### config.mk
export PLATFORM = sky130hd
export DESIGN_NAME = rst_sequencer
export DESIGN_NICKNAME = d
export VERILOG_FILES = /design/src/rtl/rst_sequencer_pkg.sv /design/src/rtl/rst_sequencer_sync_ff.sv /design/src/rtl/rst_sequencer.sv
export SDC_FILE = /design/constraint.sdc
export NUM_CORES = 1
export LEC_CHECK = 0
export ABC_CLOCK_PERIOD_IN_PS = 2500
export CAP_MARGIN = 30
export CORE_MARGIN = 3
export CORE_UTILIZATION = 51
export CTS_BUF_LIST = sky130_fd_sc_hd__clkbuf_4
export CTS_CLUSTER_SIZE = 10
export DETAILED_ROUTE_END_ITERATION = 7
export PLACE_DENSITY = 0.7
export SETUP_SLACK_MARGIN = 0.5
export SYNTH_ARGS = -nofsm -noshare
export SYNTH_HDL_FRONTEND = slang
export SYNTH_HIERARCHICAL = 1
export SYNTH_SLANG_ARGS = --single-unit
### constraint.sdc
create_clock -name CLK -period 2.5 [get_ports CLK]
set_input_delay 0.5 -clock CLK [delete_from_list [all_inputs] [get_ports CLK]]
set_output_delay 0.5 -clock CLK [all_outputs]
set_load 0.05 [all_outputs]
### src/rtl/rst_sequencer_pkg.sv
// rtl/rst_sequencer_pkg.sv - shared state encoding and widths for the reset sequencer
package rst_sequencer_pkg;

  // STATE encoding as seen on the debug port; decoders elsewhere rely on these values
  typedef enum logic [1:0] {
    WAIT_LOCK = 2'd0,
    HOLD      = 2'd1,
    RELEASE   = 2'd2,
    RUN       = 2'd3
  } state_t;

  localparam int LOSS_CNT_W = 8;

  function automatic int max_int(input int a, input int b);
    return (a > b) ? a : b;
  endfunction

endpackage

### src/rtl/rst_sequencer_sync_ff.sv
// rtl/rst_sequencer_sync_ff.sv - multi-flop synchroniser with asynchronous clear
module sync_ff #(
  parameter int STAGES = 2,
  parameter int WIDTH  = 1
) (
  input  logic             i_clk,
  input  logic             i_clr,
  input  logic [WIDTH-1:0] i_d,
  output logic [WIDTH-1:0] o_q
);

  logic [WIDTH-1:0] r_sync [STAGES];

  // Shift the input through STAGES flops; clear drops the whole chain at once
  always_ff @(posedge i_clk or posedge i_clr) begin
    if (i_clr) begin
      for (int i = 0; i < STAGES; i++) r_sync[i] <= '0;
    end else begin
      r_sync[0] <= i_d;
      for (int i = 1; i < STAGES; i++) r_sync[i] <= r_sync[i-1];
    end
  end

  assign o_q = r_sync[STAGES-1];

endmodule

### src/rtl/rst_sequencer.sv
// rtl/rst_sequencer.sv - staged active-low reset release behind PLL lock
module rst_sequencer
  import rst_sequencer_pkg::*;
#(
  parameter int NUM_OUT     = 3,
  parameter int HOLD_CYCLES = 128,
  parameter int STAGE_GAP   = 16,
  parameter int LOCK_FILT   = 4,
  parameter int SYNC_STAGES = 2
) (
  input  logic                  CLK,
  input  logic                  RST,
  input  logic                  LOCKED,
  input  logic                  SOFT_RST,
  output logic [NUM_OUT-1:0]    RST_X_O,
  output logic                  READY,
  output logic [1:0]            STATE,
  output logic [LOSS_CNT_W-1:0] LOSS_CNT
);

  localparam int CNT_W = $clog2(max_int(HOLD_CYCLES, STAGE_GAP) + 1);
  localparam int STG_W = $clog2(NUM_OUT + 1);
  localparam int LOW_W = $clog2(LOCK_FILT + 1);
  localparam logic [NUM_OUT-1:0] W_ONE = NUM_OUT'(1);

  generate
    if (NUM_OUT < 1) begin : g_bad_num_out
      $error("rst_sequencer: NUM_OUT must be >= 1");
    end
    if (HOLD_CYCLES < 1) begin : g_bad_hold
      $error("rst_sequencer: HOLD_CYCLES must be >= 1");
    end
    if (STAGE_GAP < 1) begin : g_bad_gap
      $error("rst_sequencer: STAGE_GAP must be >= 1");
    end
    if (LOCK_FILT < 1) begin : g_bad_filt
      $error("rst_sequencer: LOCK_FILT must be >= 1");
    end
    if (SYNC_STAGES < 2) begin : g_bad_sync
      $error("rst_sequencer: SYNC_STAGES must be >= 2");
    end
  endgenerate

  logic                  w_locked_s;
  logic                  w_rst_rel;
  logic                  w_in_seq;
  logic                  w_loss;
  logic [LOW_W-1:0]      w_lowcnt_nxt;

  state_t                r_state;
  logic [CNT_W-1:0]      r_cnt;
  logic [STG_W-1:0]      r_stage;
  logic [LOW_W-1:0]      r_lowcnt;
  logic [NUM_OUT-1:0]    r_rst_x;
  logic                  r_ready;
  logic [LOSS_CNT_W-1:0] r_loss_cnt;

  sync_ff #(.STAGES(SYNC_STAGES), .WIDTH(1)) u_lock_sync (
    .i_clk (CLK),
    .i_clr (RST),
    .i_d   (LOCKED),
    .o_q   (w_locked_s)
  );

  // Release of RST is only seen by the FSM once it has crossed this chain
  sync_ff #(.STAGES(SYNC_STAGES), .WIDTH(1)) u_rst_sync (
    .i_clk (CLK),
    .i_clr (RST),
    .i_d   (1'b1),
    .o_q   (w_rst_rel)
  );

  // Next value of the consecutive-low counter and the resulting loss decision
  always_comb begin
    w_lowcnt_nxt = r_lowcnt;
    if (w_locked_s) begin
      w_lowcnt_nxt = '0;
    end else if (r_lowcnt != LOW_W'(LOCK_FILT)) begin
      w_lowcnt_nxt = r_lowcnt + LOW_W'(1);
    end
    w_in_seq = (r_state != WAIT_LOCK);
    w_loss   = w_in_seq && (w_lowcnt_nxt == LOW_W'(LOCK_FILT));
  end

  // Saturating run length of low synced-lock samples
  always_ff @(posedge CLK or posedge RST) begin
    if (RST) begin
      r_lowcnt <= '0;
    end else if (w_rst_rel) begin
      r_lowcnt <= w_lowcnt_nxt;
    end
  end

  // Sequencer FSM: loss beats soft reset, which beats normal progress
  always_ff @(posedge CLK or posedge RST) begin
    if (RST) begin
      r_state    <= WAIT_LOCK;
      r_cnt      <= '0;
      r_stage    <= '0;
      r_rst_x    <= '0;
      r_ready    <= 1'b0;
      r_loss_cnt <= '0;
    end else if (w_rst_rel) begin
      if (w_loss) begin
        r_state <= WAIT_LOCK;
        r_cnt   <= '0;
        r_stage <= '0;
        r_rst_x <= '0;
        r_ready <= 1'b0;
        if (r_loss_cnt != '1) r_loss_cnt <= r_loss_cnt + LOSS_CNT_W'(1);
      end else if (w_in_seq && SOFT_RST) begin
        r_state <= HOLD;
        r_cnt   <= '0;
        r_stage <= '0;
        r_rst_x <= '0;
        r_ready <= 1'b0;
      end else begin
        case (r_state)
          WAIT_LOCK: begin
            if (w_locked_s) begin
              r_state <= HOLD;
              r_cnt   <= '0;
            end
          end
          HOLD: begin
            if (r_cnt == CNT_W'(HOLD_CYCLES - 1)) begin
              r_cnt   <= '0;
              r_stage <= '0;
              if (NUM_OUT == 1) begin
                r_state <= RUN;
                r_rst_x <= '1;
                r_ready <= 1'b1;
              end else begin
                r_state <= RELEASE;
                r_rst_x <= W_ONE;
              end
            end else begin
              r_cnt <= r_cnt + CNT_W'(1);
            end
          end
          RELEASE: begin
            if (r_cnt == CNT_W'(STAGE_GAP - 1)) begin
              r_cnt   <= '0;
              r_stage <= r_stage + STG_W'(1);
              // shifting in a one keeps releases strictly in index order
              r_rst_x <= (r_rst_x << 1) | W_ONE;
              if (r_stage == STG_W'(NUM_OUT - 2)) begin
                r_state <= RUN;
                r_ready <= 1'b1;
              end
            end else begin
              r_cnt <= r_cnt + CNT_W'(1);
            end
          end
          RUN: begin
          end
          default: r_state <= WAIT_LOCK;
        endcase
      end
    end
  end

  assign RST_X_O  = r_rst_x;
  assign READY    = r_ready;
  assign STATE    = r_state;
  assign LOSS_CNT = r_loss_cnt;

endmodule

==> metrics.csv, run 1 <==
stage,metric,value,unit
synth,ys.flop_type,dfrtp_1,
timing,min_period,2.09,ns
power_and_ir_drop,p_leak,0.00105,uW
clocking,cts_tree,done,
synth,syn_area_per_cell,10.2,um^2
synth,yosysTopAreaCell,dfrtp_1,
floorplan,io_pins,18,
timing,grt_setup_unrepaired,true,
global_routing,grt_overflow_total,0,
critical_path,crit_arrival,2.37,ns
synth,synth_area,1710,um^2
power_and_ir_drop,power.density,712,nW/um^2
power_and_ir_drop,switching_share,38.9,%
drt,ant_nets,0,
synth,synth_cells,168,
timing,slew_viol_final,0,
power_and_ir_drop,p_switching,619,uW
drt,via_count,1423,
global_routing,antenna_found_initial,0,
place,hpwl,2460,um
place,dp_slack,0.246,ns
power_and_ir_drop,power_frac_seq,39.6,%
synth,synth_seq_cells,31,
hold_path,worstHoldPathType,in -> async,
outcome,status,"complete, no violations",
global_routing,grtUsageTotal,21.7,%
power_and_ir_drop,p_comb_share,42.0,%
synth,syn_nets,181,
synth,synthArstFlopShare,100,%
timing,hold_viol,0,
cells_and_area,fin_area,2240,um^2
synth,synth_top_area_share,45.4,%
clocking,clk_latency,0.33,ns
floorplan,num_rows,20,
clocking,clkTransAtPathRegs,0.10,ns
clocking,postCtsHoldBufs,0,
floorplan,core-area,3130,um^2
place,dpl_cell_area,1950,um^2
power_and_ir_drop,worst_ir_drop_vdd,0.442,mV
power_and_ir_drop,intPower,974,uW
clocking,clk_path_buf_depth,2,
cells_and_area,area_delta_synth_final,31.1,%
timing,setup_tns,0,ns
critical_path,cp_max_fo,9,
place,placement.io_buffers,17,
job,drv_cap,0,
timing,setup_viol,0,
power_and_ir_drop,p_total,1590,uW
cells_and_area,nets,216,
critical_path,path_class,reg -> reg,
clocking,htreeDepth,2,
synth,synth_cell_types,46,
global_routing,grt_pass1_wl,6900,um
drt,drt-total-wl,3790,um
clocking,cts_root_buf,clkbuf_4,
floorplan,start_util,54.6,%
clocking,cts.sinks,31,
global_routing,grt_pass1_vias,1430,
global_routing,grt_max_degree,28,
cells_and_area,final_util,71.6,%
floorplan,die_height,63.9,um
synth,synth_warnings,6,
drt,wl_per_cell,15.3,um
timing,finalClockSkew,0.00675,ns
timing,fmax,479,MHz
cells_and_area,insertedDiodeCount,0,
drt,vias_per_cell,5.74,
timing,finalCritPeriodShare,83.6,%
critical_path,worst_ep_required_time,2.78,ns
place,gp_congestion,0.777,
cells_and_area,nFillCells,231,
drt,dr.pass1.iters,4,
synth,yosysSeqAreaShare,45.4,%
drt,drc,0,
synth,synth_area_leaders,"dfrtp_1, ha_1, xnor2_1",
floorplan,dieArea,4080,um^2
synth,synth-edff-count,0,
floorplan,die_w,63.9,um
timing,setup_ws,0.411,ns
clocking,cts_made_buffers,5,
critical_path,end_kind,flip-flop,
drt,drt_iter0_drc,89,
cells_and_area,drive_gt1_share,31.4,%
critical_path,start_kind,flip-flop,
power_and_ir_drop,p_clk_share,18.4,%
## what timing repair did
action                     in CTS  in global routing
pin swaps                      11                 11
gates resized for setup        40                 11
setup buffers                  14                  0
gates cloned                    0                  0
setup endpoints to repair      38                 19
## state kept, by name, indices dropped and copies added, names as in the netlist
signal / count
STATE: 2
RST_X_O: 3
u_rst_sync/r_sync: 1
u_lock_sync/o_q: 1
LOSS_CNT: 8
r_cnt: 8
r_stage: 2
READY: 1
u_lock_sync/r_sync: 1
u_rst_sync/o_q: 1
r_lowcnt: 3
## logic make-up (layout without fill, tap and decap cells)
family | after synthesis | in the layout | share of synthesized area [%]
other | 1 | 1 | 0.220
muxes | 3 | 3 | 1.98
buffers and inverters | 18 | 54 | 4.47
and+or+nand+nor | 62 | 62 | 20.9
adders and majority gates | 9 | 9 | 6.59
AOI/OAI and AO/OA | 37 | 37 | 16.9
xor gates and xnor gates | 7 | 7 | 3.59
DFF | 31 | 31 | 45.4
## per-stage QoR
step | hold WS, ns | cells
floorplan | 0.241 | 168
global placement | 0.337 | 226
detailed placement | 0.340 | 226
CTS | 0.350 | 248
global route | 0.362 | 248
finish | 0.367 | 248
## worst max-delay path: stages (launching register included)
cell and delay, ns:
dfrtp_2 0.47, or4_4 0.55, a211o_4 0.37, a21oi_4 0.19, and4b_2 0.29, mux2_4 0.16
## layout by cell type (no fill, tap or decap), types with 4 or more instances in the layout
cell	n
dfrtp_1	27
nor2_1	12
nand3_1	4
buf_4	14
inv_1	8
nand4_1	6
dfrtp_2	4
nor3_1	4
dlygate4sd2_1	12
a221o_1	5
ha_1	4
clkbuf_4	6
nand2_1	11
xnor2_1	6
## cell usage after synthesis, drive strengths merged, types with 4 or more instances
| cell type | instances |
|---|---|
| o21ai | 5 |
| ha | 9 |
| nand4 | 6 |
| dfrtp | 31 |
| nand2 | 11 |
| nor3 | 4 |
| a221o | 5 |
| inv | 12 |
| a21oi | 5 |
| clkbuf | 4 |
| nand3 | 5 |
| xnor2 | 6 |
| nor2 | 14 |
## final timing paths
path	start	to	slack [ns]	cells past startpoint
max reg2reg	r_cnt[4]	r_stage[0]	0.41	5
max in group asynchronous	RST	r_lowcnt[0]	1.62	3
min reg2reg	u_rst_sync/r_sync[1]	u_rst_sync/o_q	0.37	0
min in group CLK	u_rst_sync/r_sync[1]	u_rst_sync/o_q	0.37	0
min	RST	u_lock_sync/r_sync[1]	0.37	2
max	r_cnt[4]	r_stage[0]	0.41	5
## power by group through the flow
| stage | registers (uW) | clock network, uW | logic (uW) |
|---|---|---|---|
| detailed placement | 640 | 0 | 496 |
| global placement | 635 | 0 | 484 |
| CTS | 630 | 304 | 648 |
| finish | 630 | 293 | 669 |
| global route | 642 | 330 | 727 |
| floorplan | 719 | 0 | 287 |
## layer usage
layer	vias up	global-route usage [%]	wire length (um)	share of wire, %
met1	696	27.6	1660	44
met5	-	0	0	0
met3	8	6.15	199	5.2
met2	34	35.2	1880	50
met4	0	7.82	54	1.4
li1	685	-	-	-
## layout make-up
cell class              instances  area (um^2)  share of cell area (%)
multi-input cells             119         1000                    44.9
flip-flops and latches         31          781                    34.9
repair buffers                 34          293                    13.1
well taps                      44         55.1                    2.46
inverters                      12         47.5                    2.12
clock buffers                   6         45.0                    2.01
clock inverters                 2         12.5                   0.559
No activity file was read; power rests on OpenSTA's default activity.
==> run 2, diff against run 1 <==
ABC_CLOCK_PERIOD_IN_PS = 1800   (was 2500)
PLACE_DENSITY = 0.73   (was 0.7)
clock period = 1.8 ns   (was 2.5 ns; I/O delays follow)
==> run 2 against run 1 <==
Effect of this change: the flow now finishes with violations (setup timing); global-route usage is 7.1 points higher; cell count is 19% higher; sequential power is 38% higher; combinational power is 130% higher; cell area is 29% higher; largest cell class unchanged; highest routed layer unchanged.
==> metrics.csv, run 2 (same netlist as run 1, synthesis figures left out) <==
stage,metric,value,unit,change
outcome,status,"complete, but fails checks",,"was complete, no violations"
outcome,violations,setup timing,,
power_and_ir_drop,p_leak,0.00131,uW,was 0.00105 uW
global_routing,antenna_found_initial,0,,unchanged
drt,ant_nets,0,,unchanged
global_routing,grtUsageTotal,28.8,%,was 21.7%
cells_and_area,nFillCells,104,,was 231
clocking,cts_tree,done,,unchanged
drt,route.top_layer_used,met4,,unchanged
drt,wl_met1,2550,um,was 1660 um
floorplan,start_util,54.6,%,unchanged
drt,via_count,1929,,was 1423
place,dp_cells,263,,was 226
global_routing,grt_overflow_total,0,,unchanged
clocking,clk_path_buf_depth,2,,unchanged
critical_path,end_kind,flip-flop,,unchanged
critical_path,worst_ep_required_time,2.02,ns,was 2.78 ns
global_routing,grt_pass1_wl,9030,um,was 6900 um
timing,min_period,2.23,ns,was 2.09 ns
timing,setup_tns,-8.18,ns,was 0 ns
floorplan,die_height,63.9,um,unchanged
floorplan,die_w,63.9,um,unchanged
place,gp_congestion,0.815,,was 0.777
place,placement.io_buffers,17,,unchanged
job,drv_cap,0,,unchanged
clocking,cts_made_buffers,5,,unchanged
timing,slew_viol_final,0,,unchanged
cells_and_area,drive_gt1_share,54.2,%,was 31.4%
clocking,clkTransAtPathRegs,0.10,ns,about the same
critical_path,start_kind,flip-flop,,unchanged
power_and_ir_drop,p_total,2890,uW,was 1590 uW
clocking,clk_latency,0.37,ns,was 0.33 ns
clocking,cts_root_buf,clkbuf_4,,unchanged
timing,hold_viol,0,,unchanged
hold_path,worstHoldPathType,in -> async,,unchanged
place,hpwl,3000,um,was 2460 um
global_routing,grt_pass1_vias,1836,,was 1430
timing,finalCritPeriodShare,124,%,was 83.6%
floorplan,num_rows,20,,unchanged
drt,drt-total-wl,7170,um,was 3790 um
critical_path,cp_max_fo,6,,was 9
floorplan,core-area,3130,um^2,unchanged
critical_path,path_class,reg -> reg,,unchanged
drt,vias_per_cell,6.54,,was 5.74
timing,grt_setup_unrepaired,true,,unchanged
timing,fmax,448,MHz,was 479 MHz
timing,setup_ws,-0.430,ns,was 0.411 ns
drt,wl_per_cell,24.3,um,was 15.3 um
drt,wl_met3,600,um,was 199 um
clocking,cts.sinks,31,,unchanged
power_and_ir_drop,worst_ir_drop_vdd,0.787,mV,was 0.442 mV
global_routing,grt_max_degree,28,,unchanged
drt,dr.pass1.iters,5,,was 4
critical_path,crit_arrival,2.45,ns,was 2.37 ns
timing,setup_viol,24,,was 0
cells_and_area,area_delta_synth_final,68.9,%,was 31.1%
cells_and_area,final_cell_mix,"buf_4, dfrtp_1, buf_6",,"was dfrtp_1, buf_4, nor2_1, dlygate4sd2_1, nand2_1"
cells_and_area,nets,263,,was 216
drt,drc,0,,unchanged
floorplan,dieArea,4080,um^2,unchanged
cells_and_area,final_common_cell,buf_4,,was dfrtp_1
drt,wl_met2,3370,um,was 1880 um
timing,finalClockSkew,0.0281,ns,was 0.00675 ns
floorplan,io_pins,18,,unchanged
cells_and_area,final_util,92.2,%,was 71.6%
cells_and_area,final-instance-count-excl-fill,295,,was 248
cells_and_area,insertedDiodeCount,0,,unchanged
drt,drt_iter0_drc,296,,was 89
power_and_ir_drop,power.density,1000,nW/um^2,was 712 nW/um^2
clocking,htreeDepth,2,,unchanged
-- run 2: cell types whose count changed in the layout (fill, tap and decap cells not counted), sizes merged --
cell | previous run | this run
buf | 17 | 78
dlygate4sd2 | 12 | 0
clkbuf | 8 | 7
clkinvlp | 1 | 0
-- run 2: layout make-up --
type                            instances  area, um^2  share of cell area (%)
Clock inverter                          1        5.00                   0.174
Clock buffer                            7        52.6                    1.82
Timing Repair Buffer                   81         786                    27.2
Sequential cell                        31         779                    27.0
Multi-Input combinational cell        119        1160                    40.1
Inverter                               12        50.0                    1.74
Tap cell                               44        55.1                    1.91
-- run 2: worst max-delay path, stage by stage (launching register included) --
cell      delay, ns
dfrtp_2        0.44
ha_4           0.17
or4_4          0.48
a211o_4        0.39
o211ai_4       0.17
nor2_4         0.13
a221o_1        0.34
-- run 2: layer usage --
layer	global-route usage [%]	vias up
li1	-	778
met1	33.1	924
met2	51.5	159
met4	13.5	0
met3	5.10	68
met5	0	-
-- run 2: metrics by stage --
stage / hold slack (ns) / area [um^2] / setup slack (ns)
global placement: 0.332 / 2200 / -0.424
finish: 0.228 / 2880 / -0.430
CTS: 0.228 / 2560 / -0.400
detailed placement: 0.345 / 2200 / -0.465
global route: 0.246 / 2880 / -0.467
floorplan: 0.101 / 1740 / -0.461
-- run 2: path summary, 6_finish.rpt --
kind                                        from               endpoint  depth (start not counted)  slack (ns)
min in group CLK           u_lock_sync/r_sync[1]        u_lock_sync/o_q                          0        0.36
setup / recovery                        STATE[0]               r_cnt[5]                          6       -0.43
hold / removal                               RST  u_lock_sync/r_sync[1]                          2        0.23
max in group asynchronous                    RST               STATE[1]                          3        1.07
setup reg to reg                        STATE[0]               r_cnt[5]                          6       -0.43
hold reg to reg            u_lock_sync/r_sync[1]        u_lock_sync/o_q                          0        0.36
-- run 2: what timing repair did --
item | in CTS | in global routing
hold buffers | 0 | 0
setup buffers | 11 | 13
endpoints found under the setup margin | 38 | 39
resized for setup | 54 | 48
pin swaps | 12 | 24
-- run 2: power breakdown --
group	switching, uW	internal (uW)	leakage [uW]
logic	795	779	0.000862
clock network	265	182	0.0000361
registers	92.4	776	0.000409
total	1150	1740	0.00131
==> run 3, diff against run 2 <==
CORE_ASPECT_RATIO = 1.5   (was unset)
SKIP_CTS_REPAIR_TIMING = 1   (was unset)
==> run 3 against run 2 <==
Effect of this change: the run still ends with setup timing left; hold slack better by 0.0023 ns; worst setup slack better by 0.086 ns; sequential share of layout area up 2.5 points; cell area down 8.7%; clock skew down 0.015 ns; fmax up 4.0%; global-route usage down 6.3 points.
==> metrics.csv, run 3 (same netlist as run 1, synthesis figures left out) <==
stage,metric,value,unit,change
place,hpwl,3130,um,was 3000 um
clocking,cts_made_buffers,5,,unchanged
critical_path,cp_max_fo,6,,unchanged
cells_and_area,final_cell_mix,"buf_4, dfrtp_1, buf_6",,unchanged
clocking,clkTransAtPathRegs,0.09,ns,was 0.10 ns
power_and_ir_drop,p_clk_share,16.1,%,was 15.5%
critical_path,worst_ep_required_time,2.02,ns,about the same
timing,finalCritPeriodShare,119,%,was 124%
cells_and_area,insertedDiodeCount,0,,unchanged
timing,holdWs,0.230,ns,was 0.228 ns
global_routing,met2_usage,39.6,%,was 51.5%
timing,hold_viol,0,,unchanged
cells_and_area,final_common_cell,buf_4,,unchanged
critical_path,start_kind,flip-flop,,unchanged
clocking,htreeDepth,2,,unchanged
power_and_ir_drop,power.density,963,nW/um^2,was 1000 nW/um^2
global_routing,antenna_found_initial,0,,unchanged
timing,finalClockSkew,0.0130,ns,was 0.0281 ns
critical_path,critPathLaunch,STATE[1],,was STATE[0]
place,dpl_cell_area,2180,um^2,was 2200 um^2
critical_path,max_stage_delay,0.41,ns,was 0.48 ns
clocking,cts_tree,done,,unchanged
power_and_ir_drop,p_switching,987,uW,was 1150 uW
timing,setup_ws,-0.344,ns,was -0.430 ns
drt,drt_iter0_drc,68,,was 296
cells_and_area,area_delta_synth_final,54.1,%,was 68.9%
power_and_ir_drop,power_frac_seq,33.8,%,was 30.1%
floorplan,die_w,53.3,um,was 63.9 um
place,placement.io_buffers,17,,unchanged
outcome,status,"complete, but fails checks",,unchanged
global_routing,grt_pass1_vias,1567,,was 1836
floorplan,die_height,76.9,um,was 63.9 um
global_routing,grtUsageTotal,22.5,%,was 28.8%
global_routing,grt_max_degree,28,,unchanged
global_routing,grt_pass1_wl,6870,um,was 9030 um
power_and_ir_drop,intPower,1550,uW,was 1740 uW
clocking,cts.sinks,31,,unchanged
drt,via_count,1621,,was 1929
global_routing,met1_usage,24.7,%,was 33.1%
timing,fmax,466,MHz,was 448 MHz
global_routing,grt_overflow_total,0,,unchanged
clocking,clk_latency,0.35,ns,was 0.37 ns
power_and_ir_drop,switching_share,38.9,%,was 39.9%
global_routing,grt_busiest_layer,met2,,unchanged
critical_path,crit_arrival,2.36,ns,was 2.45 ns
timing,setup_viol,23,,was 24
cells_and_area,fin_area,2630,um^2,was 2880 um^2
drt,vias_per_cell,5.85,,was 6.54
hold_path,worstHoldPathType,in -> async,,unchanged
floorplan,io_pins,18,,unchanged
critical_path,path_cells,"inv_2, ha_4, or4_4, a211o_4, o211ai_4, nor2_4, a221o_1",,"was ha_4, or4_4, a211o_4, o211ai_4, nor2_4, a221o_1"
global_routing,met3_usage,4.66,%,was 5.10%
timing,min_period,2.14,ns,was 2.23 ns
floorplan,core-area,3190,um^2,was 3130 um^2
power_and_ir_drop,p_leak,0.00123,uW,was 0.00131 uW
drt,drc,0,,unchanged
timing,slew_viol_final,0,,unchanged
drt,wl_per_cell,18.5,um,was 24.3 um
timing,grt_setup_unrepaired,true,,unchanged
power_and_ir_drop,p_comb_share,50.1,%,was 54.5%
power_and_ir_drop,worst_ir_drop_vdd,0.913,mV,was 0.787 mV
drt,ant_nets,0,,unchanged
floorplan,dieArea,4090,um^2,was 4080 um^2
floorplan,start_util,53.5,%,was 54.6%
place,gp_congestion,0.806,,was 0.815
cells_and_area,nets,249,,was 263
critical_path,end_kind,flip-flop,,unchanged
clocking,clk_path_buf_depth,2,,unchanged
critical_path,path_class,reg -> reg,,unchanged
drt,dr.pass1.iters,4,,was 5
critical_path,cp_slowest_cell,or4_4,,unchanged
clocking,cts_root_buf,clkbuf_4,,unchanged
job,drv_cap,0,,unchanged
cells_and_area,drive_gt1_share,48.9,%,was 54.2%
critical_path,r2r_setup_slack,-0.34,ns,was -0.43 ns
drt,drt-total-wl,5130,um,was 7170 um
critical_path,r2r-start,STATE[1],,was STATE[0]
outcome,violations,setup timing,,unchanged
floorplan,num_rows,25,,was 20
==> run 3: changes by cell type in the layout (fill, tap and decap cells not counted), moves of 2 or more <==
cell	previous run	this run
nand3_4	2	0
inv_2	2	4
inv_4	2	0
mux2_4	2	0
mux2_2	1	3
a21oi_2	2	0
a21oi_1	2	4
ha_4	5	3
buf_6	26	19
buf_4	43	38
nand3_2	1	3
==> run 3: per-stage QoR <==
| step | setup slack (ns) | instances | power (uW) | TNS [ns] | util, % |
|---|---|---|---|---|---|
| after detailed placement | -0.450 | 257 | 1760 | -7.97 | 68.2 |
| after CTS | -0.470 | 265 | 2180 | -8.41 | 70.0 |
| after global routing | -0.388 | 277 | 2670 | -6.23 | 82.5 |
| after floorplan | -0.461 | 168 | 1400 | -7.99 | - |
| after global placement | -0.406 | 257 | 1730 | -6.76 | 68.2 |
| final | -0.344 | 277 | 2540 | -5.01 | 82.5 |
==> run 3: routing by layer <==
layer  vias up  wire, um
li1        753         -
met1       811      1930
met2        43      2870
met3        14       172
met4         0       165
met5         -         0
==> run 3: path summary, 6_finish.rpt <==
kind                                        endpoint  cells past startpoint
max in group asynchronous                   STATE[0]                      3
worst max register to register              r_cnt[5]                      7
worst max-delay path                        r_cnt[5]                      7
min in group CLK                     u_lock_sync/o_q                      0
worst min-delay path            u_rst_sync/r_sync[1]                      2
worst min register to register       u_lock_sync/o_q                      0
==> run 3: power groups by stage <==
| stage | Sequential (uW) | Combinational [uW] | Clock (uW) |
|---|---|---|---|
| after floorplan | 998 | 399 | 0 |
| after global placement | 854 | 873 | 0 |
| after detailed placement | 861 | 903 | 0 |
| after CTS | 847 | 907 | 424 |
| after global routing | 866 | 1350 | 456 |
| final | 858 | 1270 | 408 |
==> run 3: worst max-delay path, delay by kind of cell, from the launching register on <==
family	cells	cell delay, ns
compound gates	3	0.89
flops	1	0.39
simple gates	2	0.50
buf+inv	1	0.07
fa+ha+maj	1	0.17
==> run 3: cell type report <==
type,count,area [um^2]
flip-flops and latches,31,778
clock buffers,6,45.0
inverters,12,45.0
well taps,40,50.0
clock inverters,2,12.5
multi-input cells,119,1070
fillers,166,558
repair buffers,67,634
